`src/rtl/seven_seg_pkg.sv`:
```
`default_nettype none
// ============================================================================
// Module      : seven_seg_pkg
// Description : Glyph constants and segment bit order for the 7-seg display path.
// Revision    : 1.0 - initial release
// ============================================================================
package seven_seg_pkg;

    localparam int SEG_W           = 7;
    localparam int SEG_GLYPH_COUNT = 16;

    // Segment bit order on the bus: {a,b,c,d,e,f,g}, a is the MSB, active-low
    localparam int SEG_BIT_A = 6;
    localparam int SEG_BIT_B = 5;
    localparam int SEG_BIT_C = 4;
    localparam int SEG_BIT_D = 3;
    localparam int SEG_BIT_E = 2;
    localparam int SEG_BIT_F = 1;
    localparam int SEG_BIT_G = 0;

    localparam logic [SEG_W-1:0] SEG_0     = 7'b0000001;
    localparam logic [SEG_W-1:0] SEG_1     = 7'b1001111;
    localparam logic [SEG_W-1:0] SEG_2     = 7'b0010010;
    localparam logic [SEG_W-1:0] SEG_3     = 7'b0000110;
    localparam logic [SEG_W-1:0] SEG_4     = 7'b1001100;
    localparam logic [SEG_W-1:0] SEG_5     = 7'b0100100;
    localparam logic [SEG_W-1:0] SEG_6     = 7'b0100000;
    localparam logic [SEG_W-1:0] SEG_7     = 7'b0001111;
    localparam logic [SEG_W-1:0] SEG_8     = 7'b0000000;
    localparam logic [SEG_W-1:0] SEG_9     = 7'b0000100;
    localparam logic [SEG_W-1:0] SEG_A     = 7'b0001000;
    localparam logic [SEG_W-1:0] SEG_B     = 7'b1100000;
    localparam logic [SEG_W-1:0] SEG_C     = 7'b0110001;
    localparam logic [SEG_W-1:0] SEG_D     = 7'b1000010;
    localparam logic [SEG_W-1:0] SEG_E     = 7'b0110000;
    localparam logic [SEG_W-1:0] SEG_F     = 7'b0111000;
    localparam logic [SEG_W-1:0] SEG_BLANK = 7'b1111111;

    function automatic logic [SEG_W-1:0] glyph_of(input logic [3:0] value);
        logic [SEG_W-1:0] w_glyph;
        case (value)
            4'h0:    w_glyph = SEG_0;
            4'h1:    w_glyph = SEG_1;
            4'h2:    w_glyph = SEG_2;
            4'h3:    w_glyph = SEG_3;
            4'h4:    w_glyph = SEG_4;
            4'h5:    w_glyph = SEG_5;
            4'h6:    w_glyph = SEG_6;
            4'h7:    w_glyph = SEG_7;
            4'h8:    w_glyph = SEG_8;
            4'h9:    w_glyph = SEG_9;
            4'hA:    w_glyph = SEG_A;
            4'hB:    w_glyph = SEG_B;
            4'hC:    w_glyph = SEG_C;
            4'hD:    w_glyph = SEG_D;
            4'hE:    w_glyph = SEG_E;
            default: w_glyph = SEG_F;
        endcase
        return w_glyph;
    endfunction

endpackage
`default_nettype wire

```
`src/rtl/seven_seg_encoder.sv`:
```
`default_nettype none
// ============================================================================
// Module      : seven_seg_encoder
// Description : Reverse map of a 7-seg pattern to {hit, blank, nibble}.
// Revision    : 1.0 - initial release
// ============================================================================
module seven_seg_encoder
    import seven_seg_pkg::*;
(
    input  logic [SEG_W-1:0] i_seg,
    output logic             o_hit,
    output logic             o_blank,
    output logic [3:0]       o_nibble
);

    // Glyphs are unique, so at most one table entry can match
    always_comb begin
        o_hit    = 1'b0;
        o_nibble = 4'h0;
        o_blank  = (i_seg == SEG_BLANK);
        for (int v = 0; v < SEG_GLYPH_COUNT; v++) begin
            if (i_seg == glyph_of(4'(v))) begin
                o_hit    = 1'b1;
                o_nibble = 4'(v);
            end
        end
    end

endmodule
`default_nettype wire

```
`src/rtl/seven_seg_scan_monitor.sv`:
```
`default_nettype none
// ============================================================================
// Module      : seven_seg_scan_monitor
// Description : Passive monitor of a multiplexed 7-seg bus; captures stable digits.
// Revision    : 1.0 - initial release
// ============================================================================
module seven_seg_scan_monitor
    import seven_seg_pkg::*;
#(
    parameter int N_DIGITS      = 4,
    parameter int STABLE_CYCLES = 16
) (
    input  logic                  i_clk,
    input  logic                  i_rst,
    input  logic [N_DIGITS-1:0]   i_an,
    input  logic [SEG_W-1:0]      i_seg,
    output logic [4*N_DIGITS-1:0] o_digits,
    output logic [N_DIGITS-1:0]   o_digit_valid,
    output logic                  o_frame_valid,
    output logic                  o_err
);

    localparam int               CNT_W     = $clog2(STABLE_CYCLES + 1);
    localparam logic [CNT_W-1:0] c_cnt_max = CNT_W'(STABLE_CYCLES);
    localparam logic [CNT_W-1:0] c_cnt_one = CNT_W'(1);

    logic [N_DIGITS-1:0] r_an;
    logic [SEG_W-1:0]    r_seg;
    logic [CNT_W-1:0]    r_cnt;
    logic                r_captured;
    logic [N_DIGITS-1:0] r_seen;

    logic                w_qualify;
    logic                w_same;
    logic [N_DIGITS-1:0] w_sel;
    logic [N_DIGITS-1:0] w_seen_acc;
    logic [CNT_W-1:0]    w_cnt_next;
    logic                w_captured_next;
    logic                w_capture;
    logic                w_hit;
    logic                w_blank;
    logic [3:0]          w_nibble;

    assign w_sel      = ~i_an;
    assign w_qualify  = $onehot(w_sel);
    assign w_same     = (i_an == r_an) && (i_seg == r_seg);
    assign w_seen_acc = r_seen | w_sel;

    // The incoming pair is compared against the previous pair in the same edge,
    // so the capture lands STABLE_CYCLES-1 edges after the first sample edge.
    always_comb begin
        w_cnt_next      = r_cnt;
        w_captured_next = r_captured;
        w_capture       = 1'b0;
        if (!w_qualify) begin
            w_cnt_next      = '0;
            w_captured_next = 1'b0;
        end else if (w_same) begin
            if (r_cnt != c_cnt_max) begin
                w_cnt_next = r_cnt + c_cnt_one;
            end
        end else begin
            w_cnt_next      = c_cnt_one;
            w_captured_next = 1'b0;
        end
        if (w_qualify && (w_cnt_next == c_cnt_max) && !w_captured_next) begin
            w_capture       = 1'b1;
            w_captured_next = 1'b1;
        end
    end

    seven_seg_encoder u_encoder (
        .i_seg    (i_seg),
        .o_hit    (w_hit),
        .o_blank  (w_blank),
        .o_nibble (w_nibble)
    );

    always_ff @(posedge i_clk) begin
        if (i_rst) begin
            r_an          <= '1;
            r_seg         <= '1;
            r_cnt         <= '0;
            r_captured    <= 1'b0;
            r_seen        <= '0;
            o_digits      <= '0;
            o_digit_valid <= '0;
            o_frame_valid <= 1'b0;
            o_err         <= 1'b0;
        end else begin
            r_an          <= i_an;
            r_seg         <= i_seg;
            r_cnt         <= w_cnt_next;
            r_captured    <= w_captured_next;
            o_frame_valid <= 1'b0;
            o_err         <= 1'b0;
            if (w_capture) begin
                for (int k = 0; k < N_DIGITS; k++) begin
                    if (w_sel[k]) begin
                        o_digits[4*k +: 4] <= w_hit ? w_nibble : 4'h0;
                        o_digit_valid[k]   <= w_hit;
                    end
                end
                o_err <= !w_hit && !w_blank;
                if (&w_seen_acc) begin
                    o_frame_valid <= 1'b1;
                    r_seen        <= '0;
                end else begin
                    r_seen <= w_seen_acc;
                end
            end
        end
    end

endmodule
`default_nettype wire
```
`config.mk`:
```
export PLATFORM = sky130hd
export DESIGN_NAME = seven_seg_scan_monitor
export DESIGN_NICKNAME = d
export VERILOG_FILES = /design/src/rtl/seven_seg_pkg.sv /design/src/rtl/seven_seg_encoder.sv /design/src/rtl/seven_seg_scan_monitor.sv
export SDC_FILE = /design/constraint.sdc
export NUM_CORES = 1
export LEC_CHECK = 0
export BUFFER_PORTS_ARGS = -buffer_cell sky130_fd_sc_hd__buf_2
export CORE_MARGIN = 2
export CORE_UTILIZATION = 50
export DETAILED_ROUTE_END_ITERATION = 10
export PLACE_DENSITY = 0.69
export REMOVE_ABC_BUFFERS = 1
export SLEW_MARGIN = 15
export SYNTH_ARGS = -nofsm -noshare
export SYNTH_HDL_FRONTEND = slang
export SYNTH_HIERARCHICAL = 1
export SYNTH_SLANG_ARGS = --single-unit
```
`constraint.sdc`:
```
create_clock -name i_clk -period 3.95 [get_ports i_clk]
set_clock_uncertainty 0.1 [all_clocks]
set_input_delay 0.5925 -clock i_clk [delete_from_list [all_inputs] [get_ports i_clk]]
set_output_delay 0.5925 -clock i_clk [all_outputs]
set_load 0.02 [all_outputs]
```
Word-level counts from Yosys, hierarchy flattened
Index checks and enable logic that the tools add are counted.
- register bits: 43
- output and inout port bits: 22
- word-level logic and storage cells: 98
- bits of input ports: 13
- mux-type cells: 41
- add/subtract/negate cells: 4
- bitwise logic cells: 3
- reductions and logical operators: 14
- eq/ne operators: 21
- operators with widths (cell ; count):
    $mux 4 ; 10
    $eq 7x6->1 const B ; 5
    $eq 7x7->1 const B ; 5
    $mux 1 ; 22
    $mux 5 ; 3
    $eq 7x3->1 const B ; 2
    $eq 7x4->1 const B ; 2
    $mux 3 ; 4
    $reduce_and 2->1 ; 4
    $eq 7x1->1 const B ; 1
    $eq 7x5->1 const B ; 1
    $eq 7x7->1 ; 1
    $logic_not 7->1 ; 1
    $add 5x1->5 const B ; 1
    $eq 5x5->1 const B ; 1
    $ne 5x5->1 const B ; 1
    $add 1x1->2 ; 2
    $eq 4x4->1 ; 1
    $logic_and 1x1->1 ; 4
    $mux 2 ; 2
    $not 4->4 ; 1
    $or 4x4->4 ; 1
    $reduce_and 4->1 ; 1
    $add 2x2->3 ; 1
    other kinds (4) ; 6

Logic depth before layout (Yosys ltp)
- word-level depth: 19
- depth in mapped cells: 10
- depth with buffers taken out: 9

Modules after synthesis
The synthesis kept the hierarchy.
- by module, submodules not included (module ; cells an instance ; sequential area each (µm²) ; area an instance (µm²) ; instances):
    seven_seg_scan_monitor ; 182 ; 860.8 ; 1911.8 ; 1
    seven_seg_encoder ; 52 ; 0.0 ; 381.6 ; 1

Worst setup path after synthesis
Ideal clock, no wire load.
- path kind: input to register
- from: input port i_an[0]
- to: register r_seen[0]
- arrival: 3.084 ns
- setup time: 0.119 ns
- buffers on the path: 1
- setup slack: 0.647 ns
- required time: 3.731 ns
- cell stages on the path: 10
- cells stage by stage: fa_1 -> inv_1 -> ha_1 -> ha_1 -> or3b_4 -> nor2_1 -> nand2b_1 -> or4_4 -> buf_6 -> o221a_1
- word-level cells in the longest chain between the ends: 9
- elaborated cells on any way between the ends: 18
- those cells by class: add/sub (2); eq/ne (3); mux (6); bitwise (2); reduce/logical (5)
- RTL lines (what ; RTL line ; source):
    start, declared ; seven_seg_scan_monitor.sv:15 ; input logic [N_DIGITS-1:0] i_an,
    $not 4->4 ; seven_seg_scan_monitor.sv:44 ; assign w_sel = ~i_an;
    $add 1x1->2 (not written as such) ; seven_seg_scan_monitor.sv:45 ; assign w_qualify = $onehot(w_sel);
    $add 2x2->3 (not written as such) ; seven_seg_scan_monitor.sv:45 ;
    $eq 3x1->1 ; seven_seg_scan_monitor.sv:45 ;
    $mux 5 ; seven_seg_scan_monitor.sv:55 ; if (!w_qualify) begin
    $eq 5x5->1 ; seven_seg_scan_monitor.sv:66 ; if (w_qualify && (w_cnt_next == c_cnt_max) && !w_captured_next) begin
    $logic_and 1x1->1 (2 in a row) ; seven_seg_scan_monitor.sv:66 ;
    $mux 1 ; seven_seg_scan_monitor.sv:66 ;
    end signal, assigned ; seven_seg_scan_monitor.sv:109 ; r_seen <= w_seen_acc;
    end, declared ; seven_seg_scan_monitor.sv:31 ; logic [N_DIGITS-1:0] r_seen;
Several ways; a longest one is shown, not always the timed one.
A chain may end at the register's enable or synchronous reset.

Worst setup path in the final report
- from: input port i_an[0]
- to: register r_seen[2]
The elaborated chain is that of the path after synthesis.

==> out/metrics.cfg <==
[cells_and_area]
final_cell_mix=43 x dfxtp_1, 34 x buf_2, 32 x nand2_1, 21 x mux2i_1
fin_area_um2=2540
fin_util=0.580
syn_to_final_growth_pct=10.9
finalNetCount=281
drive_above_1_share=0.292
final_common_cell=dfxtp_1
antenna_cells=0

[placed_design]
gp_congestion=0.855
port_buffers=34
place_area_um2=2450
dp_hpwl_mm=3.10

[clock_tree]
hold_buffers=0
clock_latency_ps=290
clock-sinks=43
numCtsBuffers=5
htreeDepth=2
clkTransAtPathRegs_ps=70
cts-root-buf=clkbuf_8
ctsLongestPathBuffers=2
post_cts_resized=0
cts_setup_buffers=0
cts_tree=built

[timing]
fmax_mhz=309
slew_headroom=0.428
timing.final.hold_violations=0
tns_ps=0
finalCriticalPeriod_ps=3230
slew_viol_final=0
rsz0062_at_grt=false
worstMarginPinSlew_ps=857
fin_crit_sh=0.818
setup_violations=0
whs_ps=359

[worst_setup_path]
startpoint_type=primary input
reg2reg_from=r_cnt[0]$_SDFF_PP0_
cp-end-kind=flop
worst-path-max-fanout=6
reg2reg_depth=6
r2r_end=r_seen[3]$_SDFFE_PP0P_
arrival_ps=3320
reg2reg_slack_ps=1540
crit_type=in -> reg
critPathRequiredTime_ps=4040

[synth]
netlist.area_leader.share=0.375
synth_cell_type_count=57
netlist_top_cells_area=dfxtp_1 38%, mux2i_1 9.2%, nand2_1 5.2%
synthesis.area_um2=2290
synth_edf_count=0
ys_seq_area_frac=0.375
yosys.area_share.adder=0.0306
syn_inst=234
synthFlopType=dfxtp_1
yosysTopAreaCell=dfxtp_1
synth_xor_area_frac=0.0606
async_flop_share=0
synth-simple-area-share=0.272
synth_top_family_by_area=simple AND/OR/NAND/NOR gates
synth_compound_area_frac=0.112
syn_area_per_cell_um2=9.80
synth_seq_cells=43
yosys_warnings=6
muxShareOfSynthArea=0.0966

[grt]
overflow=0
grt_pass1_wl_mm=7.59
gr-usage-all-layers=0.188
grt_max_degree=30
antenna_found_initial=0
first_global_vias=1619

[die]
fp-row-count=24
die_height_um=71.7
die_x_um=71.7
core_area_um2=4380
start_util=0.523
dieArea_um2=5140
pin_count=35

[min_path]
holdCritPathClass=reg -> reg
min-delay-start=o_digits[3]$_SDFFE_PP0P_
whs_endpoint=o_digits[3]$_SDFFE_PP0P_
holdPathStages=2

[pwr]
ir_worst_vdd_mv=0.243
p_per_area_nw_per_um2=319
p_leak_nw=0.944
power_uw=812

[routing]
drtIter0Drc=94
wl_mm=4.41
vias=1737
vias_per_cell=5.50
antenna_left=0
drcViolationCount=0
post_drt_wl_per_cell_um=14.0
first_pass_iters=4

[run]
cap_viol_max_count=0

[run_status]
outcome=finished, final reports clean

-- cell families (layout without fill, tap and decap cells) --
logic type      count (synthesis)  after routing
xor+xnor                       15             15
simple gates                   99             99
buf+inv                        25             55
fa+ha+maj                       5              5
mux                            22             22
compound gates                 25             25
flops                          43             43
-- synth_stat cells, types with 2 or more instances --
cell type  number
dfxtp_1        43
nand2_1        32
mux2i_1        21
nor2_1         12
xor2_1         12
inv_1          11
nand3_1         9
or2_2           9
clkbuf_1        5
ha_1            4
nor2b_1         4
nor4_4          4
o221a_1         4
buf_6           3
nand2b_1        3
nand4_1         3
nor3_1          3
nor4_2          3
o22ai_1         3
a211o_2         2
buf_2           2
inv_2           2
nand2_2         2
nor3b_1         2
o311ai_1        2
o31ai_1         2
xnor2_1         2
-- critical path: stages --
cell and delay [ps]:
buf_2 130, fa_1 530, inv_1 40, ha_1 170
ha_1 270, or3b_4 410, nor2_1 260, nand2b_1 130
or4_4 550, o221a_1 230
-- sequential cells by signal, indices dropped and copies added, names as in the netlist --
name / flops
o_digit_valid: 4
o_digits: 16
o_err: 1
o_frame_valid: 1
r_an: 4
r_captured: 1
r_cnt: 5
r_seen: 4
r_seg: 7
-- layer usage --
| metal | vias to the layer above | global-route usage | share of wire | routed length, um |
|---|---|---|---|---|
| met4 | 0 | 0.0839 | 0.015 | 67 |
| met1 | 816 | 0.267 | 0.51 | 2240 |
| met5 | - | 0 | 0 | 0 |
| met3 | 6 | 0.0520 | 0.042 | 185 |
| li1 | 882 | - | - | - |
| met2 | 33 | 0.263 | 0.44 | 1920 |
-- area by class of cell --
type / count / area, um2
clock buffers: 5 / 68.8
clock inverters: 3 / 20.0
fillers: 412 / 1840
inverters: 13 / 48.8
multi-input cells: 166 / 1310
flip-flops and latches: 43 / 861
well taps: 52 / 65.1
repair buffers: 34 / 170
-- metrics by stage --
step	setup WS (ps)	cells
after floorplan	712	222
after global placement	501	308
after detailed placement	419	308
after CTS	729	316
after global routing	572	316
final	718	316
-- how the worst max path moves through the flow --
stage          slack (ps)     from                   endpoint  cells after the start
2_1_floorplan         710  i_an[0]     r_seen[0]$_SDFFE_PP0P_                      9
3_3_place_gp          500  i_an[0]     r_seen[0]$_SDFFE_PP0P_                     10
3_5_place_dp          420  i_an[0]     r_seen[3]$_SDFFE_PP0P_                     10
4_1_cts               730  i_an[0]     r_seen[3]$_SDFFE_PP0P_                     10
5_1_grt               570  i_an[0]  o_digits[14]$_SDFFE_PP0P_                     10
6_report              720  i_an[0]     r_seen[2]$_SDFFE_PP0P_                     10
-- report_power, final --
group / leakage, nW / switching, mW / internal [mW] / total, mW
Combinational: 0.554 / 0.0583 / 0.0342 / 0.0925
Sequential: 0.350 / 0.00429 / 0.440 / 0.444
Clock: 0.0402 / 0.152 / 0.123 / 0.275
Total: 0.944 / 0.215 / 0.597 / 0.812
Note: power is estimated with default switching activity, not from simulation.
